**config.mk**
```make
export PLATFORM = sky130hd
export DESIGN_NAME = nios2_oci_dct_sequencer_flat
export DESIGN_NICKNAME = d
export VERILOG_FILES = /design/src/rtl/nios2_oci_dct_sequencer_if.sv /design/src/rtl/nios2_oci_dct_sequencer.sv /design/src/flat_wrapper.sv
export SDC_FILE = /design/constraint.sdc
export NUM_CORES = 1
export LEC_CHECK = 0
export ABC_AREA = 1
export BUFFER_PORTS_ARGS = -buffer_cell sky130_fd_sc_hd__buf_2
export CORE_ASPECT_RATIO = 1.75
export CORE_UTILIZATION = 35
export DETAILED_ROUTE_END_ITERATION = 8
export PLACE_DENSITY = 0.66
export SLEW_MARGIN = 25
export SYNTH_ARGS = -nofsm -noshare
export SYNTH_HDL_FRONTEND = slang
export SYNTH_SLANG_ARGS = --single-unit
```
**constraint.sdc**
```tcl
create_clock -name clk -period 5.6 [get_ports clk]
set_input_delay 1.4 -clock clk [delete_from_list [all_inputs] [get_ports clk]]
set_output_delay 1.4 -clock clk [all_outputs]
set_load 0.005 [all_outputs]
```
**src/rtl/nios2_oci_dct_sequencer_if.sv**
```systemverilog
// Output slot between the DCT sequencer and trace memory.
// master: drives out_valid/out_data, samples out_ready; slave: the reverse.
interface nios2_oci_dct_sequencer_if;
   logic        out_valid;
   logic        out_ready;
   logic [35:0] out_data;

   modport master (
      output out_valid,
      output out_data,
      input  out_ready
   );

   modport slave (
      input  out_valid,
      input  out_data,
      output out_ready
   );
endinterface

```
**src/rtl/nios2_oci_dct_sequencer.sv**
```systemverilog
// Nios II OCI DCT sequencer: packs 2-bit trace atoms into a 30-bit buffer
// and closes it on full, flush, idle timeout or trace disable.
// Ports: clk, reset (async, active-high), trace_enable, atom_valid,
//   atom_data[1:0], flush_req, out (master slot: out_valid/out_ready/
//   out_data[35:0] = {count, tag, buffer}), dct_buffer[29:0],
//   dct_count[3:0], stall, drop_count[7:0], flush_done.
module nios2_oci_dct_sequencer #(
   parameter int unsigned FLUSH_TIMEOUT = 255
) (
   input  logic        clk,
   input  logic        reset,
   input  logic        trace_enable,
   input  logic        atom_valid,
   input  logic [1:0]  atom_data,
   input  logic        flush_req,
   nios2_oci_dct_sequencer_if.master out,
   output logic [29:0] dct_buffer,
   output logic [3:0]  dct_count,
   output logic        stall,
   output logic [7:0]  drop_count,
   output logic        flush_done
);

   typedef enum logic {FILL, HOLD} state_t;

   localparam logic [7:0] TMO = 8'(FLUSH_TIMEOUT);

   state_t      state_q, state_d;
   logic [29:0] buf_q, buf_d, buf_acc, wbuf;
   logic [3:0]  cnt_q, cnt_d, wcnt;
   logic [1:0]  tag_q, tag_d, tag;
   logic [7:0]  tmo_q, tmo_d, tmo_inc;
   logic        ov_q, ov_d;
   logic [35:0] od_q, od_d;
   logic [7:0]  drop_q, drop_d, drop_sat;
   logic        fd_q, fd_d;
   logic        stall_q;
   logic        en_q;
   logic        fpend_q, fpend_d;

   logic slot_free, take, arrive, acc, cnt_nz;
   logic full, flush_ev, tmo_ev, dis_ev, close;

   always_comb begin
      slot_free = !ov_q || out.out_ready;
      take      = ov_q && out.out_ready;
      arrive    = trace_enable && atom_valid;
      acc       = (state_q == FILL) && arrive;
      cnt_nz    = (cnt_q != 4'd0);
      tmo_inc   = (tmo_q == 8'hFF) ? tmo_q : tmo_q + 8'd1;
      drop_sat  = (drop_q == 8'hFF) ? drop_q : drop_q + 8'd1;

      buf_acc = buf_q;
      if (acc) buf_acc[{cnt_q, 1'b0} +: 2] = atom_data;

      full     = acc && (cnt_q == 4'd14);
      flush_ev = flush_req && cnt_nz;
      // Close on the edge where the idle count would reach the limit.
      tmo_ev   = (TMO != 8'd0) && cnt_nz && !acc && (tmo_inc == TMO);
      dis_ev   = en_q && !trace_enable && cnt_nz;
      close    = full || flush_ev || tmo_ev || dis_ev;

      unique case (1'b1)
         full:     tag = 2'b01;
         flush_ev: tag = 2'b10;
         default:  tag = 2'b11;
      endcase

      // Only a full close includes this cycle's atom.
      wbuf = full ? buf_acc : buf_q;
      wcnt = full ? 4'd15 : cnt_q;

      state_d = state_q;
      buf_d   = buf_q;
      cnt_d   = cnt_q;
      tag_d   = tag_q;
      tmo_d   = tmo_q;
      ov_d    = ov_q && !out.out_ready;
      od_d    = od_q;
      drop_d  = drop_q;
      fd_d    = 1'b0;
      fpend_d = fpend_q;

      unique case (state_q)
         FILL: begin
            if (close) begin
               tmo_d = 8'd0;
               if (slot_free) begin
                  ov_d = 1'b1;
                  od_d = {wcnt, tag, wbuf};
                  fd_d = flush_req;
                  if (acc && !full) begin
                     buf_d = {28'd0, atom_data};
                     cnt_d = 4'd1;
                  end else begin
                     buf_d = 30'd0;
                     cnt_d = 4'd0;
                  end
               end else begin
                  state_d = HOLD;
                  buf_d   = wbuf;
                  cnt_d   = wcnt;
                  tag_d   = tag;
                  fpend_d = flush_req;
                  // A non-full close freezes the buffer, so this atom is lost.
                  if (acc && !full) drop_d = drop_sat;
               end
            end else begin
               buf_d = buf_acc;
               cnt_d = cnt_q + {3'd0, acc};
               fd_d  = flush_req;
               tmo_d = (acc || !cnt_nz) ? 8'd0 : tmo_inc;
            end
         end
         HOLD: begin
            tmo_d   = 8'd0;
            fpend_d = fpend_q || flush_req;
            if (arrive) drop_d = drop_sat;
            if (take) begin
               state_d = FILL;
               ov_d    = 1'b1;
               od_d    = {cnt_q, tag_q, buf_q};
               buf_d   = 30'd0;
               cnt_d   = 4'd0;
               fd_d    = fpend_q || flush_req;
               fpend_d = 1'b0;
            end
         end
         default: state_d = FILL;
      endcase
   end

   always_ff @(posedge clk or posedge reset) begin
      if (reset) begin
         state_q <= FILL;
         buf_q   <= 30'd0;
         cnt_q   <= 4'd0;
         tag_q   <= 2'b00;
         tmo_q   <= 8'd0;
         ov_q    <= 1'b0;
         od_q    <= 36'd0;
         drop_q  <= 8'd0;
         fd_q    <= 1'b0;
         stall_q <= 1'b0;
         en_q    <= 1'b0;
         fpend_q <= 1'b0;
      end else begin
         state_q <= state_d;
         buf_q   <= buf_d;
         cnt_q   <= cnt_d;
         tag_q   <= tag_d;
         tmo_q   <= tmo_d;
         ov_q    <= ov_d;
         od_q    <= od_d;
         drop_q  <= drop_d;
         fd_q    <= fd_d;
         stall_q <= (state_d == HOLD);
         en_q    <= trace_enable;
         fpend_q <= fpend_d;
      end
   end

   assign out.out_valid = ov_q;
   assign out.out_data  = od_q;
   assign dct_buffer    = buf_q;
   assign dct_count     = cnt_q;
   assign stall         = stall_q;
   assign drop_count    = drop_q;
   assign flush_done    = fd_q;

endmodule

```
**src/flat_wrapper.sv**
```systemverilog
// flat-port wrapper written by rule: the top's interface ports become plain ports
module nios2_oci_dct_sequencer_flat 
#(
   parameter int unsigned FLUSH_TIMEOUT = 255
)
  (clk, reset, trace_enable, atom_valid, atom_data, flush_req, dct_buffer, dct_count, stall, drop_count, flush_done, out_out_valid, out_out_data, out_out_ready);
  nios2_oci_dct_sequencer_if out_i ();
  input  logic clk;
  input  logic reset;
  input  logic trace_enable;
  input  logic atom_valid;
  input  logic [1:0] atom_data;
  input  logic flush_req;
  output logic [29:0] dct_buffer;
  output logic [3:0] dct_count;
  output logic stall;
  output logic [7:0] drop_count;
  output logic flush_done;
  output wire logic [$bits(out_i.out_valid)-1:0] out_out_valid;
  output wire logic [$bits(out_i.out_data)-1:0] out_out_data;
  input wire logic [$bits(out_i.out_ready)-1:0] out_out_ready;
  assign out_out_valid = out_i.out_valid;
  assign out_out_data = out_i.out_data;
  assign out_i.out_ready = out_out_ready;
  nios2_oci_dct_sequencer #(.FLUSH_TIMEOUT(FLUSH_TIMEOUT)) u_core (.clk(clk), .reset(reset), .trace_enable(trace_enable), .atom_valid(atom_valid), .atom_data(atom_data), .flush_req(flush_req), .out(out_i), .dct_buffer(dct_buffer), .dct_count(dct_count), .stall(stall), .drop_count(drop_count), .flush_done(flush_done));
endmodule
```
==> results of run 1 <==
-- report_power, final --
group          switching, W  internal, W  total [W]
combinational      0.000642     0.000221   0.000863
clock              0.000287     0.000322   0.000609
sequential        0.0000962     0.000756   0.000852
total               0.00102      0.00130    0.00232
-- sequential cells by signal, summed over array words and instances, names as in the netlist --
name / count
u_core.tmo_q: 8
u_core.tag_q: 2
u_core.dct_count: 4
u_core.flush_done: 1
u_core.out.out_data: 36
u_core.fpend_q: 1
u_core.out.out_valid: 1
u_core.en_q: 1
u_core.drop_count: 8
u_core.state_q: 1
u_core.dct_buffer: 30
-- cells in the final DEF (no fill, tap or decap), types with 2 or more instances in the layout --
cell / instances
nand2_1: 244
and2_1: 2
nor2_2: 5
nand3_1: 98
o21ai_1: 12
buf_4: 6
inv_2: 8
nor3_1: 5
o21ai_0: 48
clkbuf_16: 9
dfrtp_1: 93
a21oi_1: 6
a22oi_1: 2
inv_1: 51
buf_2: 88
xor2_1: 6
xnor2_1: 3
clkinvlp_4: 2
nand3_2: 2
nand4_1: 44
mux2i_1: 2
nand2_2: 2
ha_1: 9
inv_8: 2
or2_2: 2
nor2_1: 42
-- per-stage QoR --
stage | util [%] | total power, W | hold slack, ns | instance area [sq um]
3_5_place_dp | 39.56 | 0.001728 | 0.4577 | 5871
3_3_place_gp | 39.56 | 0.001715 | 0.4531 | 5871
2_1_floorplan | - | 0.001490 | 0.4422 | 5320
6_report | 41.58 | 0.002324 | 0.4723 | 6170
5_1_grt | 41.58 | 0.002486 | 0.5016 | 6170
4_1_cts | 41.55 | 0.002340 | 0.4758 | 6165
-- path summary, 6_finish.rpt --
| kind | to | start | depth (start not counted) |
|---|---|---|---|
| setup / recovery | u_core.tag_q[0]$_DFFE_PP0P_ | trace_enable | 11 |
| hold / removal | u_core.out.out_data[16]$_DFFE_PP0P_ | u_core.out.out_data[16]$_DFFE_PP0P_ | 2 |
| setup reg to reg | u_core.out.out_data[25]$_DFFE_PP0P_ | u_core.state_q$_DFF_PP0_ | 10 |
| hold reg to reg | u_core.out.out_data[16]$_DFFE_PP0P_ | u_core.out.out_data[16]$_DFFE_PP0P_ | 2 |
| max in group asynchronous | u_core.out.out_data[29]$_DFFE_PP0P_ | reset | 3 |
| min in group asynchronous | u_core.out.out_data[15]$_DFFE_PP0P_ | reset | 2 |
-- per-layer routing --
| metal | GRT usage, % | up-vias |
|---|---|---|
| met5 | 0 | - |
| met4 | 12.81 | 0 |
| met3 | 3.114 | 44 |
| met2 | 33.96 | 140 |
| met1 | 22.16 | 2433 |
| li1 | - | 2557 |
-- critical path, stage by stage --
cell	delay (ns)
buf_2	0.12
nand3_2	0.19
nand2_1	0.10
inv_2	0.07
nand3_1	0.07
nor2_1	0.11
nand2_2	0.11
nand2_1	0.69
nand3_1	0.37
nand2_1	0.14
o21ai_0	0.09
-- logic make-up (layout without fill, tap and decap cells) --
group                    count (synthesis)  after routing  synth area share [%]
AO/OA/AOI/OAI                           72             72                 7.009
XOR/XNOR                                 9              9                 1.482
adder cells (fa/ha/maj)                  9              9                 2.117
buffers and inverters                   93            170                 7.432
flip-flops                              93             93                 43.74
multiplexers                             3              3                0.5880
AND/OR/NAND/NOR                        451            451                 37.63
-- final cells by class --
type | instances | area share [%]
inverters | 60 | 3.671
clock inverters | 6 | 0.8923
repair buffers | 94 | 7.869
multi-input cells | 544 | 42.26
flip-flops and latches | 93 | 37.72
clock buffers | 10 | 3.873
well taps | 183 | 3.711
==> impl_metrics.tcl, run 1 <==
set metrics [dict create \
    layout.nets 819 \
    synthTopCellsByCount "244 x nand2_1, 98 x nand3_1, 93 x dfrtp_1" \
    slew_violations 0 \
    dr.pass1.iters 6 \
    worst_slack_ns 2.347 \
    grt_max_degree 59 \
    area_growth_pct 15.97 \
    htree_levels 3 \
    insertion_delay_ns 0.36 \
    ys_seq_elements 93 \
    synth_area_sq_um 5320 \
    critPathKind "in2reg" \
    dp_cells 974 \
    routed_wl_um 15050 \
    yosysMostFrequentCell "nand2_1" \
    cts_tree "yes" \
    crit_fanout 26 \
    drtIter0Drc 376 \
    dp_hpwl_um 10790 \
    io_buffers 88 \
    cp-end-kind "flop" \
    cp.arrival_ns 3.48 \
    wl_per_cell_um 15.20 \
    numCtsBuffers 9 \
    syn_avg_cell_area_sq_um 7.288 \
    die-area_sq_um 15720 \
    start_kind "input pin" \
    fill_cells 1545 \
    synthCells 730 \
    viasPerCell 5.226 \
    fmax_mhz 307.4 \
    rsz0062_at_grt "false" \
    io_pins 89 \
    die_x_um 95.20 \
    r2r_slack_ns 2.53 \
    setup_viol 0 \
    antenna_cells 0 \
    hold_class "reg2reg" \
    drv_cap 0 \
    clock_sinks 93 \
    synthTopCellsByArea "dfrtp_1 44%, nand2_1 17%, nand3_1 9.2%, nand4_1 5.2%, o21ai_0 4.5%" \
    cts_setup_buffers 0 \
    synth_top_area_share_pct 43.74 \
    clock_skew_ns 0.01113 \
    post-place-ws_ns 1.775 \
    tightestPinTransition_ns 0.9181 \
    synth.distinct_cells 35 \
    ctsResizeCount 0 \
    clk_pin_slew_ns 0.07 \
    synth_nets 747 \
    wl_met2_um 7720 \
    clockBufferDepth 2 \
    fin_crit_sh_pct 58.08 \
    multiInputGateArea_sq_um 2608 \
    seq_area_frac_synth_pct 43.74 \
    p_leak_nw 3.297 \
    rows 59 \
    peakVddDrop_mv 0.1974 \
    fin_cells 990 \
    status "finished, final reports clean" \
    ys_async_sr_fraction_pct 100.0 \
    cts_hold_buffers 0 \
    period_minus_slack_ns 3.253 \
    drc 0 \
    fin_setup_tns_ns 0 \
    coreArea_sq_um 14840 \
    drive_above_1_share_pct 16.60 \
    root_buffer "clkbuf_16" \
    track_usage_pct 19.74 \
    yosysWarnings 0 \
    vias 5174 \
    wl_met1_um 5971 \
    cp.required_ns 5.82 \
    grt_pass1_wl_um 23910 \
    grt_overflow_total 0 \
    antenna_found_initial 0 \
    hold_viol 0 \
    relSlewSlack_pct 38.65 \
    place_congestion 0.9346 \
    p_per_area_nw_per_um2 376.6 \
    yosysTopAreaCell "dfrtp_1" \
    ant_nets 0 \
    die_h_um 165.1 \
    synth_edf_count 0 \
    regArea_sq_um 2327 \
    initial_utilization_pct 35.85 \
    ys.flop_type "dfrtp_1" \
    grt_pass1_vias 4860 \
    route.met3.wl_um 666 \
    routed.top_layer "met4" \
]
Power figures use the tool's default switching activity.
==> run 2: changes to the inputs <==
==> constraint.sdc (replaced) <==
create_clock -name clk -period 3 [get_ports clk]
set_input_delay 0.75 -clock clk [delete_from_list [all_inputs] [get_ports clk]]
set_output_delay 0.75 -clock clk [all_outputs]
set_load 0.005 [all_outputs]
==> impl_metrics.tcl, run 2 (synthesized netlist as in run 1, its figures left out) <==
set metrics [dict create \
    final_common_cell "nand2_1" \
    crit_fanout 30 \
    die-area_sq_um 15720 \
    grt_pass1_wl_um 24140 \
    pwr-share-clk_pct 25.6 \
    place_congestion 0.9543 \
    status "finished, final reports clean" \
    initial_utilization_pct 35.85 \
    cts_setup_buffers 0 \
    path_cells "inv_2 > ha_1 > nand3_2 > inv_2 > nor2_1 > nor3_4 > nand3_4 > inv_2 > nand2_2 > nor2_1" \
    wl_met2_um 8028 \
    track_usage_pct 20.09 \
    hold_class "in2async" \
    rows 59 \
    numCtsBuffers 9 \
    r2r_slack_ns 0.32 \
    ctsResizeCount 0 \
    routed_wl_um 15330 \
    cp_slowest_cell "dfrtp_1" \
    dr.pass1.iters 5 \
    viasPerCell 5.116 \
    layout.nets 830 \
    slew_violations 0 \
    netSwitchingFraction_pct 43.89 \
    drv_cap 0 \
    drc 0 \
    cts_tree "yes" \
    dp_cells 985 \
    cp-end-kind "flop" \
    grt_pass1_vias 4705 \
    cp_top_family "simple AND/OR/NAND/NOR gates" \
    drive_above_1_share_pct 17.73 \
    antenna_cells 0 \
    setup_viol 0 \
    fmax_mhz 373.6 \
    fin_setup_tns_ns 0 \
    area_growth_pct 17.59 \
    p_int_w 0.002471 \
    cpPeakStageDelay_ns 0.48 \
    die_h_um 165.1 \
    drtIter0Drc 297 \
    p_per_area_nw_per_um2 704.0 \
    clock_sinks 93 \
    vias 5121 \
    dp_hpwl_um 11080 \
    critPathKind "reg2reg" \
    p_sw_w 0.001933 \
    io_buffers 88 \
    peakVddDrop_mv 0.4396 \
    root_buffer "clkbuf_16" \
    grt_overflow_total 0 \
    cp.required_ns 3.28 \
    period_minus_slack_ns 2.677 \
    routed.top_layer "met4" \
    cts_hold_buffers 0 \
    clk_pin_slew_ns 0.07 \
    clock_skew_ns 0.01106 \
    whs_ns 0.4215 \
    crit_top_cell "inv_2" \
    htree_levels 3 \
    rsz0062_at_grt "false" \
    io_pins 89 \
    p_seq_share_pct 35.1 \
    critPathBufInv 3 \
    route.met3.wl_um 647 \
    cp.arrival_ns 2.95 \
    wl_per_cell_um 15.31 \
    insertion_delay_ns 0.36 \
    final_cell_mix "244 x nand2_1, 98 x nand3_1, 93 x dfrtp_1" \
    tightestPinTransition_ns 0.6792 \
    fin_crit_sh_pct 89.22 \
    ant_nets 0 \
    die_x_um 95.20 \
    wl_met1_um 6146 \
    clockBufferDepth 2 \
    grt_max_degree 41 \
    start_kind "flop" \
    antenna_found_initial 0 \
    fin_cells 1001 \
    combPwrFrac_pct 39.3 \
    p_leak_nw 3.354 \
    largest_register_ffs 36 \
    coreArea_sq_um 14840 \
    fin_util_pct 42.16 \
    relSlewSlack_pct 54.30 \
    hold_viol 0 \
]
-- run 2: power groups by stage --
stage               Sequential [W]  Combinational [W]  Clock (W)
floorplan                  0.00156            0.00122          0
global placement           0.00156            0.00173          0
detailed placement         0.00157            0.00173          0
CTS                        0.00155            0.00174    0.00115
global route               0.00157            0.00194    0.00120
finish                     0.00154            0.00173    0.00113
-- run 2: cell type report --
| cell class | instances | area (sq um) |
|---|---|---|
| clock buffer | 9 | 225.2 |
| clock inverter | 7 | 62.56 |
| fill | 1534 | 8582 |
| inverter | 60 | 229.0 |
| multi-input combinational | 544 | 2603 |
| sequential | 93 | 2327 |
| tap | 183 | 229.0 |
| timing repair buffer | 105 | 580.6 |
-- run 2: path summary, 6_finish.rpt --
path                                                     from                            endpoint  depth (start not counted)
min in group clk           u_core.out.out_data[2]$_DFFE_PP0P_  u_core.out.out_data[2]$_DFFE_PP0P_                          2
hold / removal                                          reset   u_core.dct_buffer[27]$_DFFE_PP0P_                          2
max in group asynchronous                               reset           u_core.tmo_q[6]$_DFF_PP0_                          3
setup / recovery              u_core.dct_count[0]$_DFFE_PP0P_           u_core.tmo_q[7]$_DFF_PP0_                         10
setup reg to reg              u_core.dct_count[0]$_DFFE_PP0P_           u_core.tmo_q[7]$_DFF_PP0_                         10
hold reg to reg            u_core.out.out_data[2]$_DFFE_PP0P_  u_core.out.out_data[2]$_DFFE_PP0P_                          2
-- run 2: metrics by stage --
step | instance area, sq um | power [W] | worst slack (ns)
after global placement | 5968 | 0.003293 | 0.3910
after floorplan | 5324 | 0.002781 | 0.9173
after global routing | 6256 | 0.004701 | 0.1091
final | 6256 | 0.004405 | 0.3233
after CTS | 6256 | 0.004431 | 0.3288
after detailed placement | 5968 | 0.003304 | 0.3299
-- run 2: per-layer routing --
metal | vias up | global-route usage, %
li1 | 2572 | -
met1 | 2400 | 23.84
met2 | 120 | 34.94
met3 | 29 | 2.930
met4 | 0 | 9.573
met5 | - | 0
-- run 2: worst reg2reg max path: stages (launching register included) --
cell and delay (ns):
dfrtp_1 0.48, inv_2 0.19, ha_1 0.23, nand3_2 0.13, inv_2 0.09, nor2_1 0.07, nor3_4 0.33, nand3_4 0.22
inv_2 0.48, nand2_2 0.24, nor2_1 0.14
==> run 3: changes to the inputs <==
--- a/config.mk
+++ b/config.mk
@@ -8,6 +8,7 @@
 export ABC_AREA = 1
 export BUFFER_PORTS_ARGS = -buffer_cell sky130_fd_sc_hd__buf_2
 export CORE_ASPECT_RATIO = 1.75
+export CORE_MARGIN = 5
 export CORE_UTILIZATION = 35
 export DETAILED_ROUTE_END_ITERATION = 8
 export PLACE_DENSITY = 0.66
==> impl_metrics.tcl, run 3 (synthesized netlist as in run 1, its figures left out) <==
set metrics [dict create \
    status "finished, final reports clean" \
    coreArea_sq_um 14910 \
    fin_util_pct 42.09 \
    tightestPinTransition_ns 0.5207 \
    critPathBufInv 4 \
    ant_nets 0 \
    crit_top_cell "inv_2" \
    drc 0 \
    cp-end-kind "flop" \
    vias 5142 \
    cp_top_family "buffers and inverters" \
    antenna_cells 0 \
    routed_wl_um 15620 \
    p_leak_nw 3.354 \
    start_kind "flop" \
    area_growth_pct 17.97 \
    initial_utilization_pct 35.68 \
    combPwrFrac_pct 39.2 \
    rsz0062_at_grt "false" \
    fin_crit_sh_pct 84.85 \
    p_seq_share_pct 34.7 \
    clk_pin_slew_ns 0.07 \
    critPathKind "reg2reg" \
    setup_viol 0 \
    track_usage_pct 18.26 \
    cp.arrival_ns 2.83 \
    p_per_area_nw_per_um2 709.5 \
    clockBufferDepth 2 \
    post-place-ws_ns 0.4839 \
    cp_slowest_cell "dfrtp_1" \
    path_cells "inv_2 > ha_1 > nand3_2 > inv_2 > nor2_1 > nor3_4 > nand3_4 > inv_2 > buf_4 > nand2_1 > nand3_1" \
    pwr-share-clk_pct 26.1 \
    clock_sinks 93 \
    wl_per_cell_um 15.59 \
    die-area_sq_um 17860 \
    die_x_um 103.2 \
    htree_levels 3 \
    grt_max_degree 94 \
    period_minus_slack_ns 2.546 \
    fmax_mhz 392.8 \
    numCtsBuffers 9 \
    io_pins 89 \
    grt_pass1_wl_um 26190 \
    fin_setup_tns_ns 0 \
    clock_skew_ns 0.007348 \
    final_common_cell "nand2_1" \
    hold_class "reg2reg" \
    cpPeakStageDelay_ns 0.49 \
    cp.required_ns 3.28 \
    viasPerCell 5.132 \
    netSwitchingFraction_pct 42.52 \
    drtIter0Drc 422 \
    drv_cap 0 \
    p_sw_w 0.001893 \
    fill_cells 1598 \
    cts_tree "yes" \
    dp_hpwl_um 11330 \
    cts_hold_buffers 0 \
    layout.nets 831 \
    grt_pass1_vias 5153 \
    final_cell_mix "244 x nand2_1, 98 x nand3_1, 93 x dfrtp_1" \
    peakVddDrop_mv 0.4330 \
    grt_overflow_total 0 \
    ctsResizeCount 0 \
    place_congestion 0.8610 \
    dr.pass1.iters 5 \
    root_buffer "clkbuf_16" \
    largest_register_ffs 36 \
    die_h_um 173.1 \
    slew_violations 0 \
    r2r_slack_ns 0.45 \
    worst_slack_ns 0.4544 \
    rows 59 \
    cts_setup_buffers 0 \
    p_int_w 0.002559 \
    insertion_delay_ns 0.35 \
    hold_viol 0 \
    io_buffers 88 \
    drive_above_1_share_pct 17.70 \
    antenna_found_initial 0 \
    relSlewSlack_pct 65.28 \
    crit_fanout 19 \
]
## run 3: worst paths after layout
path	from	to	cells past startpoint
setup / recovery	u_core.dct_count[0]$_DFFE_PP0P_	u_core.dct_buffer[18]$_DFFE_PP0P_	11
hold / removal	u_core.out.out_data[14]$_DFFE_PP0P_	u_core.out.out_data[14]$_DFFE_PP0P_	2
setup reg to reg	u_core.dct_count[0]$_DFFE_PP0P_	u_core.dct_buffer[18]$_DFFE_PP0P_	11
hold reg to reg	u_core.out.out_data[14]$_DFFE_PP0P_	u_core.out.out_data[14]$_DFFE_PP0P_	2
max in group asynchronous	reset	u_core.tmo_q[4]$_DFF_PP0_	3
min in group asynchronous	reset	u_core.out.out_data[24]$_DFFE_PP0P_	3
## run 3: area by class of cell
| type | count | area (sq um) | share of cell area, % |
|---|---|---|---|
| clock buffers | 10 | 229.0 | 3.648 |
| clock inverters | 6 | 71.32 | 1.136 |
| inverters | 60 | 229.0 | 3.648 |
| multi-input cells | 544 | 2603 | 41.47 |
| flip-flops and latches | 93 | 2327 | 37.08 |
| well taps | 183 | 229.0 | 3.648 |
| repair buffers | 106 | 588.1 | 9.370 |
## run 3: layer usage
metal | vias to the layer above | global-route usage [%] | part of all wire [%]
met2 | 137 | 31.67 | 54
met5 | - | 0 | 0
met3 | 29 | 3.266 | 4.7
met1 | 2394 | 21.92 | 39
li1 | 2582 | - | -
met4 | 0 | 6.915 | 2.8
## run 3: per-stage QoR
stage / cells / total power [W] / hold slack, ns / area [sq um]
global route: 1002 / 0.004785 / 0.4881 / 6276
CTS: 1002 / 0.004496 / 0.4707 / 6276
detailed placement: 986 / 0.003315 / 0.4532 / 5976
finish: 1002 / 0.004453 / 0.4660 / 6276
floorplan: 730 / 0.002781 / 0.4422 / 5324
global placement: 986 / 0.003308 / 0.4492 / 5976
## run 3: tightest hold or removal path: stages, from the launching register on
cell,delay [ns]
dfrtp_1,0.34
nand2_1,0.05
nand2_1,0.05
## run 3: power by group through the flow
stage                     logic, W  clock network (W)  registers, W
after floorplan            0.00122                  0       0.00156
after global routing       0.00197            0.00125       0.00157
after detailed placement   0.00175                  0       0.00157
final                      0.00175            0.00116       0.00155
after global placement     0.00174                  0       0.00156
after CTS                  0.00176            0.00119       0.00154
